--- src/rtl/mem_access_bridge_if.sv ---
// CPU load/store request bundle plus the single-port word memory bus.
interface mem_access_bridge_if #(parameter int ADDR_W = 13);
    logic              req;
    logic              we;
    logic [1:0]        size;
    logic              sign_ext;
    logic [31:0]       addr;
    logic [31:0]       wdata;
    logic [31:0]       rdata;
    logic              ready;
    logic              err;
    logic              mem_w_en;
    logic [ADDR_W-1:0] mem_addr;
    logic [31:0]       mem_d_in;
    logic [31:0]       mem_d_out;

    modport master (
        output req, we, size, sign_ext, addr, wdata, mem_d_out,
        input  rdata, ready, err, mem_w_en, mem_addr, mem_d_in
    );

    modport slave (
        input  req, we, size, sign_ext, addr, wdata, mem_d_out,
        output rdata, ready, err, mem_w_en, mem_addr, mem_d_in
    );
endinterface

--- src/rtl/mem_access_bridge.sv ---
// Byte/half/word load-store bridge onto a single-port word memory.
// Optional one-entry last-word load cache: define LAST_WORD_CACHE_EN.
module mem_access_bridge #(
    parameter int ADDR_W = 13
) (
    input logic clk,
    input logic rst,
    mem_access_bridge_if.slave bus
);
    typedef enum logic [3:0] {
        IDLE,
        RD_ISSUE,
        RD_DATA,
        WR,
        RMW_ISSUE,
        RMW_MERGE,
        RMW_WR,
        ERR
`ifdef LAST_WORD_CACHE_EN
        , HIT
`endif
    } state_t;

    state_t            state;
    state_t            state_nxt;
    logic [ADDR_W+1:0] addr_q;
    logic [1:0]        size_q;
    logic              sext_q;
    logic [31:0]       wdata_q;
    logic [31:0]       merge_q;
    logic [31:0]       rdata_q;
    logic              ready_q;
    logic              err_q;

    logic              misalign;
    logic [ADDR_W-1:0] word_in;
    logic [4:0]        sh;
    logic [31:0]       load_src;
    logic [31:0]       lane;
    logic [31:0]       load_val;
    logic [31:0]       lane_mask;
    logic [31:0]       merged;
    logic              load_done;
    logic              unused_addr;

    assign word_in     = bus.addr[ADDR_W+1:2];
    assign unused_addr = ^bus.addr[31:ADDR_W+2];

    always_comb begin
        misalign = 1'b0;
        unique case (1'b1)
            bus.size == 2'b11: misalign = 1'b1;
            bus.size == 2'b10: misalign = |bus.addr[1:0];
            bus.size == 2'b01: misalign = bus.addr[0];
            default:           misalign = 1'b0;
        endcase
    end

`ifdef LAST_WORD_CACHE_EN
    logic              c_valid;
    logic [ADDR_W-1:0] c_tag;
    logic [31:0]       c_data;
    logic              c_hit;

    assign c_hit     = c_valid && (word_in == c_tag);
    assign load_src  = (state == HIT) ? c_data : bus.mem_d_out;
    assign load_done = (state == RD_DATA) || (state == HIT);

    // Fill on every memory load; drop on any accepted store to the same word.
    always_ff @(posedge clk or posedge rst) begin
        if (rst) begin
            c_valid <= 1'b0;
            c_tag   <= '0;
            c_data  <= '0;
        end else begin
            if (state == RD_DATA) begin
                c_valid <= 1'b1;
                c_tag   <= addr_q[ADDR_W+1:2];
                c_data  <= bus.mem_d_out;
            end
            if (state == IDLE && bus.req && bus.we && !misalign && c_hit)
                c_valid <= 1'b0;
        end
    end
`else
    assign load_src  = bus.mem_d_out;
    assign load_done = (state == RD_DATA);
`endif

    assign sh   = {addr_q[1:0], 3'b000};
    assign lane = load_src >> sh;

    always_comb begin
        load_val = lane;
        unique case (size_q)
            2'b00:   load_val = {{24{sext_q & lane[7]}}, lane[7:0]};
            2'b01:   load_val = {{16{sext_q & lane[15]}}, lane[15:0]};
            default: load_val = lane;
        endcase
    end

    assign lane_mask = ((size_q == 2'b00) ? 32'h0000_00FF : 32'h0000_FFFF) << sh;
    assign merged    = (bus.mem_d_out & ~lane_mask) | ((wdata_q << sh) & lane_mask);

    always_comb begin
        state_nxt = state;
        unique case (state)
            IDLE: begin
                if (bus.req) begin
                    if (misalign) begin
                        state_nxt = ERR;
                    end else if (!bus.we) begin
`ifdef LAST_WORD_CACHE_EN
                        state_nxt = c_hit ? HIT : RD_ISSUE;
`else
                        state_nxt = RD_ISSUE;
`endif
                    end else if (bus.size == 2'b10) begin
                        state_nxt = WR;
                    end else begin
                        state_nxt = RMW_ISSUE;
                    end
                end
            end
            RD_ISSUE:  state_nxt = RD_DATA;
            RMW_ISSUE: state_nxt = RMW_MERGE;
            RMW_MERGE: state_nxt = RMW_WR;
            default:   state_nxt = IDLE;
        endcase
    end

    always_ff @(posedge clk or posedge rst) begin
        if (rst) state <= IDLE;
        else     state <= state_nxt;
    end

    always_ff @(posedge clk or posedge rst) begin
        if (rst) begin
            addr_q  <= '0;
            size_q  <= '0;
            sext_q  <= 1'b0;
            wdata_q <= '0;
            merge_q <= '0;
            rdata_q <= '0;
            ready_q <= 1'b0;
            err_q   <= 1'b0;
        end else begin
            ready_q <= 1'b0;
            err_q   <= 1'b0;
            if (state == IDLE && bus.req) begin
                addr_q  <= bus.addr[ADDR_W+1:0];
                size_q  <= bus.size;
                sext_q  <= bus.sign_ext;
                wdata_q <= bus.wdata;
            end
            if (state == RMW_MERGE)
                merge_q <= merged;
            if (load_done) begin
                rdata_q <= load_val;
                ready_q <= 1'b1;
            end
            if (state == WR || state == RMW_WR)
                ready_q <= 1'b1;
            if (state == ERR) begin
                rdata_q <= '0;
                ready_q <= 1'b1;
                err_q   <= 1'b1;
            end
        end
    end

    assign bus.mem_w_en = (state == WR) || (state == RMW_WR);
    assign bus.mem_addr = addr_q[ADDR_W+1:2];
    assign bus.mem_d_in = (state == RMW_WR) ? merge_q : wdata_q;
    assign bus.rdata    = rdata_q;
    assign bus.ready    = ready_q;
    assign bus.err      = err_q;
endmodule

--- src/flat_wrapper.sv ---
// flat-port wrapper written by rule: the top's interface ports become plain ports
module mem_access_bridge_flat 
#(
    parameter int ADDR_W = 13
)
  (clk, rst, bus_req, bus_we, bus_size, bus_sign_ext, bus_addr, bus_wdata, bus_mem_d_out, bus_rdata, bus_ready, bus_err, bus_mem_w_en, bus_mem_addr, bus_mem_d_in);
  mem_access_bridge_if #(.ADDR_W(ADDR_W)) bus_i ();
  input logic clk;
  input logic rst;
  input wire logic [$bits(bus_i.req)-1:0] bus_req;
  input wire logic [$bits(bus_i.we)-1:0] bus_we;
  input wire logic [$bits(bus_i.size)-1:0] bus_size;
  input wire logic [$bits(bus_i.sign_ext)-1:0] bus_sign_ext;
  input wire logic [$bits(bus_i.addr)-1:0] bus_addr;
  input wire logic [$bits(bus_i.wdata)-1:0] bus_wdata;
  input wire logic [$bits(bus_i.mem_d_out)-1:0] bus_mem_d_out;
  output wire logic [$bits(bus_i.rdata)-1:0] bus_rdata;
  output wire logic [$bits(bus_i.ready)-1:0] bus_ready;
  output wire logic [$bits(bus_i.err)-1:0] bus_err;
  output wire logic [$bits(bus_i.mem_w_en)-1:0] bus_mem_w_en;
  output wire logic [$bits(bus_i.mem_addr)-1:0] bus_mem_addr;
  output wire logic [$bits(bus_i.mem_d_in)-1:0] bus_mem_d_in;
  assign bus_i.req = bus_req;
  assign bus_i.we = bus_we;
  assign bus_i.size = bus_size;
  assign bus_i.sign_ext = bus_sign_ext;
  assign bus_i.addr = bus_addr;
  assign bus_i.wdata = bus_wdata;
  assign bus_i.mem_d_out = bus_mem_d_out;
  assign bus_rdata = bus_i.rdata;
  assign bus_ready = bus_i.ready;
  assign bus_err = bus_i.err;
  assign bus_mem_w_en = bus_i.mem_w_en;
  assign bus_mem_addr = bus_i.mem_addr;
  assign bus_mem_d_in = bus_i.mem_d_in;
  mem_access_bridge #(.ADDR_W(ADDR_W)) u_core (.clk(clk), .rst(rst), .bus(bus_i));
endmodule
--- config.mk ---
export PLATFORM = sky130hd
export DESIGN_NAME = mem_access_bridge_flat
export DESIGN_NICKNAME = d
export VERILOG_FILES = /design/src/rtl/mem_access_bridge_if.sv /design/src/rtl/mem_access_bridge.sv /design/src/flat_wrapper.sv
export SDC_FILE = /design/constraint.sdc
export NUM_CORES = 1
export LEC_CHECK = 0
export BUFFER_PORTS_ARGS = -buffer_cell sky130_fd_sc_hd__buf_2
export CORE_ASPECT_RATIO = 1.5
export CORE_UTILIZATION = 42
export CTS_CLUSTER_SIZE = 20
export DETAILED_ROUTE_END_ITERATION = 16
export GPL_TIMING_DRIVEN = 0
export PLACE_DENSITY = 0.69
export SETUP_SLACK_MARGIN = 0.15
export SYNTH_ARGS = -nofsm -noshare
export SYNTH_HDL_FRONTEND = slang
export SYNTH_SLANG_ARGS = --single-unit
--- constraint.sdc ---
create_clock -name clk -period 9.6 [get_ports clk]
set_input_delay 0.48 -clock clk [delete_from_list [all_inputs] [get_ports clk]]
set_output_delay 0.48 -clock clk [all_outputs]
set_load 0.1 [all_outputs]
==> run metrics, run 1 <==
gr ovfl total 0; Critical Path RT 9.12 ns; vias in the first global route 5142; end of the worst register-to-register path u_core.bus.rdata[16]$_DFFE_PP0P_; Post-Syn Nets 615; adder-cell share of the synthesized area 0; crit end category primary output; CP Class reg -> out; R2R cell count 7; Initial DRC Count 361; WL met2 9.00 mm; CP startpoint kind flop; Gate Count Post-Synth approximately 510; CTS Hold Bufs 0; Via density 5.48; XOR/XNOR Fraction of Synth Area 0.00145; simple-gate area share of the yosys netlist 0.0655; top cell type's share of synthesized area 0.492; post_cts resized 0; main combinational cell family by area after synthesis multiplexers; wire per inst a little over 20 µm; Max clock buf depth 2; DRC 0; Top FF cell, synth dfrtp_1; first-pass GRT wire length around 28 mm; Final Critical Period 3.05 ns; largest net degree at the start of global routing a little under 80; Detailed Route WL 18.2 mm; Synth Area in Compound Gates 0.126; CP Max Fanout 10; global-route usage over all layers 0.254; share of layout cells above drive strength 1 0.475; Tightest Pin Transition 0.723 ns; yosys warns 0; CTS tree built; P&R area growth vs syn 27.3%; antenna violations before repair 0; hpwl dp between 10 and 15 mm; Peak Freq 0.328 GHz; drt pass-1 iters 5; Seq/Total Area, Yosys 0.492; CORE AREA ~14000 µm²; Pins Over Slew Limit 0; final worst-path cycle share 0.318; met3 wire length around 1.1 mm; Critical Path Source u_core.state[0]$_DFFE_PP0P_; ANT nets after route 0; synthesis-stage register bit count about 120; Clk Tree Root Cell clkbuf_16; Synth area leaders dfrtp_1 49%, mux2_2 18%, mux2i_1 7.8%; R2R setup slack around 7.5 ns; Layout Nets 800; WP data arrival 2.57 ns; io pins 183; Cell Area, Synth 6060 µm²; CTS H-tree lvls 4; M1 wire length 7.14 mm; Avg Cell Area, Syn 11.8 µm²; max cap viols 0; DIE AREA 14900 µm²; Starting Density 0.431; Post-synth ARST share 1.00; CTS buffer count 17; gpl congestion approximately 0.89; worst r2r src u_core.addr_q[1]$_DFFE_PP0P_; fillers 1279; Die Ht between 100 and 150 µm; Fin. Hold Viols 0; setup_tns 0 ns; Layout Skew 0.00913 ns; Highest Signal Layer met4; Post-CTS Setup Bufs 0; RSZ-0062 raised after global routing false; library cells used by synthesis 39; worst-skew pair later-pin latency about 0.42 ns; total number of vias 4939; worst setup path endpoint bus_mem_d_in[18]; Final Setup Violations 0; headroom to the max-slew limit 0.504; Worst-path clk slew 0.06 ns; DIE WIDTH 100 µm; port bufs 165; status finished clean; # clock sinks 119; Std-Cell Rows 53; EDFF count, synth 0; worst min path class in -> async; n_diodes 0; mux contribution to synthesized area 0.265; leading area contributor after synthesis dfrtp_1
[cell families after synthesis]
group,count (synthesis)
mux,147
buf+inv,56
compound gates,109
flops,119
xor+xnor,1
simple gates,80
[synth_stat cells, types with 7 or more instances]
master / instances
buf_4: 13
buf_2: 16
nand3b_1: 9
clkbuf_1: 18
o21ai_0: 46
mux2_2: 99
dfrtp_1: 119
a2bb2oi_1: 7
a21oi_1: 12
nor3_1: 9
nand2_1: 41
a22o_1: 8
a221o_1: 23
mux2i_1: 47
[layout make-up]
cell class	instances	area, µm²	share of cell area
Buffer	52	287	0.0372
Clock buffer	22	454	0.0589
Clock inverter	9	103	0.0133
Inverter	4	17.5	0.00227
Multi-Input combinational cell	337	2780	0.360
Sequential cell	119	2980	0.386
Tap cell	192	240	0.0312
Timing Repair Buffer	166	853	0.111
[critical path: stages, from the launching register on]
cell and delay, ns:
dfrtp_1 0.31, buf_2 0.19, inv_1 0.10, nand3_1 0.29, clkbuf_1 0.52, mux2_2 0.43
buf_2 0.30
[routing by layer]
layer | vias up | track usage
met5 | - | 0
met1 | 2432 | 0.300
met4 | 0 | 0.151
li1 | 2243 | -
met2 | 204 | 0.411
met3 | 60 | 0.0712
[cells in the final DEF (no fill, tap or decap), drive strengths merged, types with 8 or more instances in the layout]
cell     netlist  routed
clkbuf        18      40
nand3b         9       9
a2bb2oi        8       8
o21ai         47      47
a21oi         13      13
nor3          11      11
buf           34     200
a221o         23      23
mux2i         47      47
nand2         41      41
dfrtp        119     119
mux2          99      99
a22o           8       8
[per-stage QoR]
| step | hold slack [ns] | instance area, µm² | worst slack, ns | util | instances |
|---|---|---|---|---|---|
| finish | 0.130 | 7710 | 6.55 | 0.549 | 901 |
| floorplan | 0.446 | 6060 | 5.96 | - | 512 |
| detailed placement | 0.471 | 7150 | 6.99 | 0.509 | 870 |
| CTS | 0.139 | 7710 | 6.53 | 0.549 | 901 |
| global placement | 0.460 | 7120 | 4.79 | 0.507 | 869 |
| global route | 0.174 | 7710 | 6.44 | 0.549 | 901 |
[flip-flops by register name, indices dropped and copies added, names as in the netlist]
| signal | count |
|---|---|
| u_core.sext_q | 1 |
| u_core.bus.ready | 1 |
| u_core.state | 3 |
| u_core.bus.err | 1 |
| u_core.merge_q | 32 |
| u_core.bus.rdata | 32 |
| u_core.size_q | 2 |
| u_core.wdata_q | 32 |
| u_core.addr_q | 15 |
[worst min path at each step]
stage	startpoint	to	slack, ns	cells past startpoint
3_5_place_dp	u_core.merge_q[1]$_DFFE_PP0P_	u_core.merge_q[1]$_DFFE_PP0P_	0.47	2
3_3_place_gp	u_core.merge_q[2]$_DFFE_PP0P_	u_core.merge_q[2]$_DFFE_PP0P_	0.46	2
4_1_cts	rst	u_core.addr_q[10]$_DFFE_PP0P_	0.14	2
2_1_floorplan	u_core.merge_q[16]$_DFFE_PP0P_	u_core.merge_q[16]$_DFFE_PP0P_	0.45	1
6_report	rst	u_core.addr_q[10]$_DFFE_PP0P_	0.13	2
5_1_grt	rst	u_core.addr_q[10]$_DFFE_PP0P_	0.17	2
Power of run 1 is left out: the tool's default activity adds up to more than one toggle a clock period on the data nets, which glitch-free logic cannot reach.
==> run 2, diff against run 1 <==
- clock period: 9.6 -> 3 ns (I/O delays scaled with it)
==> run 2 against run 1 <==
Effect of this change:
- register-to-register slack worse by 6.6 ns
- cell count is 5.8% higher
- clock-buffer cell count is 2 higher
- design area is 6.9% higher
- die area stayed put
- global-route usage is 0.89 points higher
- clock skew is 0.0016 ns lower
- setup slack worse by 6.3 ns
- via count is 3.7% higher
- critical endpoint unchanged
==> run metrics, run 2 (synthesis results as in run 1) <==
ANT nets after route 0 (unchanged); crit end category primary output (unchanged); max cap viols 0 (unchanged); io pins 183 (unchanged); Worst path max stage delay 0.53 ns (was 0.52 ns); P&R area growth vs syn 36.0% (was 27.3%); dpl cell area 7200 µm² (was 7150 µm²); CTS Hold Bufs 49 (was 0); vias in the first global route 5414 (was 5142); multi-input logic area 2780 µm² (unchanged); wire per inst 19.6 µm (was 20.2 µm); Final Critical Period 2.72 ns; Max clock buf depth 2 (unchanged); worst setup margin 0.280 ns (was 6.55 ns); Tightest Pin Transition 0.659 ns (was 0.723 ns); Std-Cell Rows 53 (unchanged); cell mode on critical path buf_2 (unchanged); final core occ 0.586 (was 0.549); total number of vias 5122 (was 4939); CORE AREA 14100 µm² (unchanged); Via density 5.37 (was 5.48); setup_tns 0 ns (unchanged); Post-CTS Setup Bufs 0 (unchanged); DIE WIDTH 100 µm (unchanged); Die Ht 149 µm (unchanged); most common cell after layout, fill and taps aside buf_2 (unchanged); Detailed Route WL 18.7 mm (was 18.2 mm); port bufs 165 (unchanged); n_diodes 0 (unchanged); Seq. cell area 2980 µm² (unchanged); post_cts resized 0 (unchanged); final worst-path cycle share 0.907; Buf/Inv on CP 4 (unchanged); share of layout cells above drive strength 1 0.447 (was 0.475); Pins Over Slew Limit 0 (unchanged); CP startpoint kind flop (unchanged); largest net degree at the start of global routing 46 (was 77); worst min path class in -> reg (was in -> async); gr ovfl total 0 (unchanged); DRC 0 (unchanged); drt pass-1 iters 5 (unchanged); CTS tree built (unchanged); gpl congestion 0.891 (was 0.885); dpl ws 0.737 ns (was 6.99 ns); fillers 1220 (was 1279); Peak Freq 0.368 GHz; CP Max Fanout 10 (unchanged); global-route usage over all layers 0.263 (was 0.254); antenna violations before repair 0 (unchanged); # clock sinks 119 (unchanged); CTS H-tree lvls 4 (unchanged); CP max stage cell clkbuf_1 (unchanged); headroom to the max-slew limit 0.548 (was 0.504); Final Setup Violations 0 (unchanged); Initial DRC Count 295 (was 361); WP data arrival 2.57 ns (about the same); worst-skew pair later-pin latency 0.42 ns (about the same); CP delay by family, top buffers and inverters (unchanged); status finished clean (unchanged); DIE AREA 14900 µm² (unchanged); Layout Nets 851 (was 800); commonest non-fill, non-tap cells in the layout 181 x buf_2, 119 x dfrtp_1, 99 x mux2_2 (unchanged); Clk Tree Root Cell clkbuf_16 (unchanged); CTS buffer count 17 (unchanged); Fin. Hold Viols 0 (unchanged); first-pass GRT wire length 29.0 mm (was 28.2 mm); Critical Path RT 2.85 ns (was 9.12 ns); RSZ-0062 raised after global routing false (unchanged); Starting Density 0.431 (unchanged); crit path cell chain buf_2 > inv_1 > nand3_1 > clkbuf_1 > mux2_2 > buf_2 (unchanged); CP Class reg -> out (unchanged); Layout Skew 0.00756 ns (was 0.00913 ns); fin area 8240 µm² (was 7710 µm²); hpwl dp 14.0 mm (was 13.8 mm); Worst-path clk slew 0.06 ns (about the same)
-- run 2: cell types whose count changed in the layout (fill, tap and decap cells not counted) --
cell,delta
buf_12,+2
bufinv_16,-1
inv_4,-1
clkbuf_8,+2
clkinvlp_4,+1
dlygate4sd3_1,+49
-- run 2: through the flow --
step                      hold slack (ns)  instances
after floorplan                     0.267        512
after global placement              0.382        869
after detailed placement            0.154        872
after CTS                         0.00256        953
after global routing               0.0386        953
final                              0.0175        953
-- run 2: worst register-to-register path, delay by kind of cell, from the launching register on --
| family | cells | cell delay [ns] |
|---|---|---|
| mux | 1 | 0.38 |
| buf+inv | 2 | 0.57 |
| flops | 1 | 0.35 |
| simple gates | 2 | 0.67 |
-- run 2: worst paths after layout --
path	endpoint	slack, ns	startpoint	cells past startpoint
min reg2reg	u_core.merge_q[27]$_DFFE_PP0P_	0.47	u_core.merge_q[27]$_DFFE_PP0P_	2
min	u_core.addr_q[0]$_DFFE_PP0P_	0.02	bus_addr[0]	2
max in group asynchronous	u_core.bus.rdata[6]$_DFFE_PP0P_	1.92	rst	5
min in group asynchronous	u_core.wdata_q[11]$_DFFE_PP0P_	0.26	rst	3
max reg2reg	u_core.addr_q[14]$_DFFE_PP0P_	0.90	u_core.state[2]$_DFFE_PP0P_	5
max	bus_mem_d_in[18]	0.28	u_core.state[0]$_DFFE_PP0P_	6
-- run 2: per-layer routing --
layer / vias up / part of all wire / wire length (µm) / global-route usage
met5: - / 0 / 0 / 0
met4: 0 / 0.048 / 904 / 0.149
met3: 56 / 0.059 / 1110 / 0.0647
met2: 221 / 0.51 / 9480 / 0.448
met1: 2496 / 0.38 / 7190 / 0.300
li1: 2349 / - / - / -
-- run 2: layout make-up --
type	count	share of cell area
inverter	4	0.00228
tap	192	0.0292
clock inverter	8	0.00881
multi-input combinational	337	0.337
timing repair buffer	217	0.168
clock buffer	24	0.0585
buffer	52	0.0348
sequential	119	0.361
Power of run 2 is left out for the same reason.
==> run 3, diff against run 2 <==
--- a/config.mk
+++ b/config.mk
@@ -9,2 +9,3 @@
 export CORE_ASPECT_RATIO = 1.5
+export CORE_MARGIN = 8
 export CORE_UTILIZATION = 42
==> constraint.sdc (replaced) <==
create_clock -name clk -period 3 [get_ports clk]
set_input_delay 0.3 -clock clk [delete_from_list [all_inputs] [get_ports clk]]
set_output_delay 0.3 -clock clk [all_outputs]
set_load 0.1 [all_outputs]
==> run 3 against run 2 <==
Effect of this change:
- die area grew 25%
- via count decreased by 5.0%
- register-to-register slack better by 0.04 ns
- critical endpoint unchanged
- non-clock buffer count down 50
- sequential share of layout area is 2.1 points higher
- setup slack improved by 0.019 ns
- first-iteration DRC count down 20%
==> run metrics, run 3 (synthesis results as in run 1) <==
Critical Path Source u_core.state[0]$_DFFE_PP0P_ (unchanged); headroom to the max-slew limit 0.446 (was 0.548); CTS tree built (unchanged); CP Class reg -> out (unchanged); global-route usage over all layers 0.212 (was 0.263); DIE WIDTH 114 µm (was 100 µm); port bufs 165 (unchanged); Worst-path clk slew 0.06 ns (about the same); Layout Skew 0.00786 ns (was 0.00756 ns); RSZ-0062 raised after global routing false (unchanged); CP startpoint kind flop (unchanged); Std-Cell Rows 54 (was 53); Clk Tree Root Cell clkbuf_16 (unchanged); max cap viols 0 (unchanged); ANT nets after route 0 (unchanged); CTS buffer count 17 (unchanged); Pins Over Slew Limit 0 (unchanged); Die Ht 163 µm (was 149 µm); Tightest Pin Transition 0.829 ns (was 0.659 ns); crit end category primary output (unchanged); final worst-path cycle share 0.900 (was 0.907); Peak Freq 0.370 GHz (was 0.368 GHz); Starting Density 0.423 (was 0.431); Final Setup Violations 0 (unchanged); commonest non-fill, non-tap cells in the layout 182 x buf_2, 119 x dfrtp_1, 99 x mux2_2 (was 181 x buf_2, 119 x dfrtp_1, 99 x mux2_2); CTS H-tree lvls 4 (unchanged); DRC 0 (unchanged); status finished clean (unchanged); Final Critical Period 2.70 ns (was 2.72 ns); P&R area growth vs syn 28.6% (was 36.0%); # clock sinks 119 (unchanged); antenna violations before repair 3 (was 0); largest net degree at the start of global routing 44 (was 46); Detailed Route WL 19.0 mm (was 18.7 mm); WP data arrival 2.40 ns (was 2.57 ns); CP Max Fanout 10 (unchanged); first-pass GRT wire length 29.9 mm (was 29.0 mm); Initial DRC Count 236 (was 295); setup_tns 0 ns (unchanged); R2R setup slack 0.94 ns (was 0.90 ns); io pins 183 (unchanged); worst-skew pair later-pin latency 0.42 ns (about the same); share of layout cells above drive strength 1 0.487 (was 0.447); Max clock buf depth 2 (unchanged); CORE AREA 14300 µm² (was 14100 µm²); vias in the first global route 5410 (was 5414); most common cell after layout, fill and taps aside buf_2 (unchanged); worst min path class in -> async (was in -> reg); DIE AREA 18600 µm² (was 14900 µm²); total number of vias 4868 (was 5122); drt pass-1 iters 5 (unchanged); Fin. Hold Viols 0 (unchanged); Via density 5.36 (was 5.37); gpl congestion 0.934 (was 0.891); Layout Nets 801 (was 851); hpwl dp 15.1 mm (was 14.0 mm); worst r2r src u_core.state[0]$_DFFE_PP0P_ (was u_core.state[2]$_DFFE_PP0P_); gr ovfl total 0 (unchanged); wire per inst 21.0 µm (was 19.6 µm); Critical Path RT 2.70 ns (was 2.85 ns)
## run 3: area by class of cell
| cell class | instances | area, µm² |
|---|---|---|
| inverters | 4 | 18.8 |
| repair buffers | 167 | 866 |
| flip-flops and latches | 119 | 2980 |
| fillers | 1313 | 6530 |
| well taps | 196 | 245 |
| multi-input cells | 337 | 2780 |
| plain buffers | 52 | 290 |
| clock buffers | 18 | 439 |
| clock inverters | 14 | 173 |
| diodes | 1 | 2.50 |
## run 3: per-stage QoR
step	worst slack [ns]	std cells	hold WS [ns]	utilization	area, µm²
6_report	0.299	908	0.0380	0.544	7790
5_1_grt	0.191	908	0.0973	0.544	7790
4_1_cts	0.162	907	0.0650	0.544	7790
3_5_place_dp	0.562	875	0.470	0.501	7170
3_3_place_gp	0.554	873	0.460	0.498	7130
2_1_floorplan	1.07	512	0.417	-	6060
## run 3: routing by layer
| layer | share of wire | GRT usage | vias to the layer above |
|---|---|---|---|
| met3 | 0.068 | 0.0666 | 46 |
| li1 | - | - | 2234 |
| met1 | 0.38 | 0.230 | 2407 |
| met5 | 0.00084 | 0 | - |
| met4 | 0.035 | 0.0985 | 4 |
| met2 | 0.52 | 0.367 | 177 |
## run 3: final timing paths
path / end / cells past startpoint
max: bus_mem_d_in[18] / 6
max in group asynchronous: u_core.bus.rdata[8]$_DFFE_PP0P_ / 3
min in group clk: u_core.wdata_q[19]$_DFFE_PP0P_ / 2
max reg2reg: u_core.bus.rdata[20]$_DFFE_PP0P_ / 6
min: u_core.wdata_q[20]$_DFFE_PP0P_ / 2
min reg2reg: u_core.merge_q[30]$_DFFE_PP0P_ / 2
## run 3: what timing repair did
| action | 4_1_cts | 5_1_grt |
|---|---|---|
| setup buffers | 0 | 0 |
| hold buffers | 0 | 0 |
| endpoints found under the hold margin | 0 | 0 |
| setup endpoints to repair | 18 | 10 |
| gates resized for setup | 2 | 1 |
## run 3: worst max-delay path, cell delays in order, from the launching register on
cell	delay [ns]
dfrtp_1	0.36
buf_2	0.17
inv_1	0.11
nand3_1	0.27
clkbuf_2	0.33
mux2_2	0.30
buf_2	0.43
Power of run 3 is left out for the same reason.
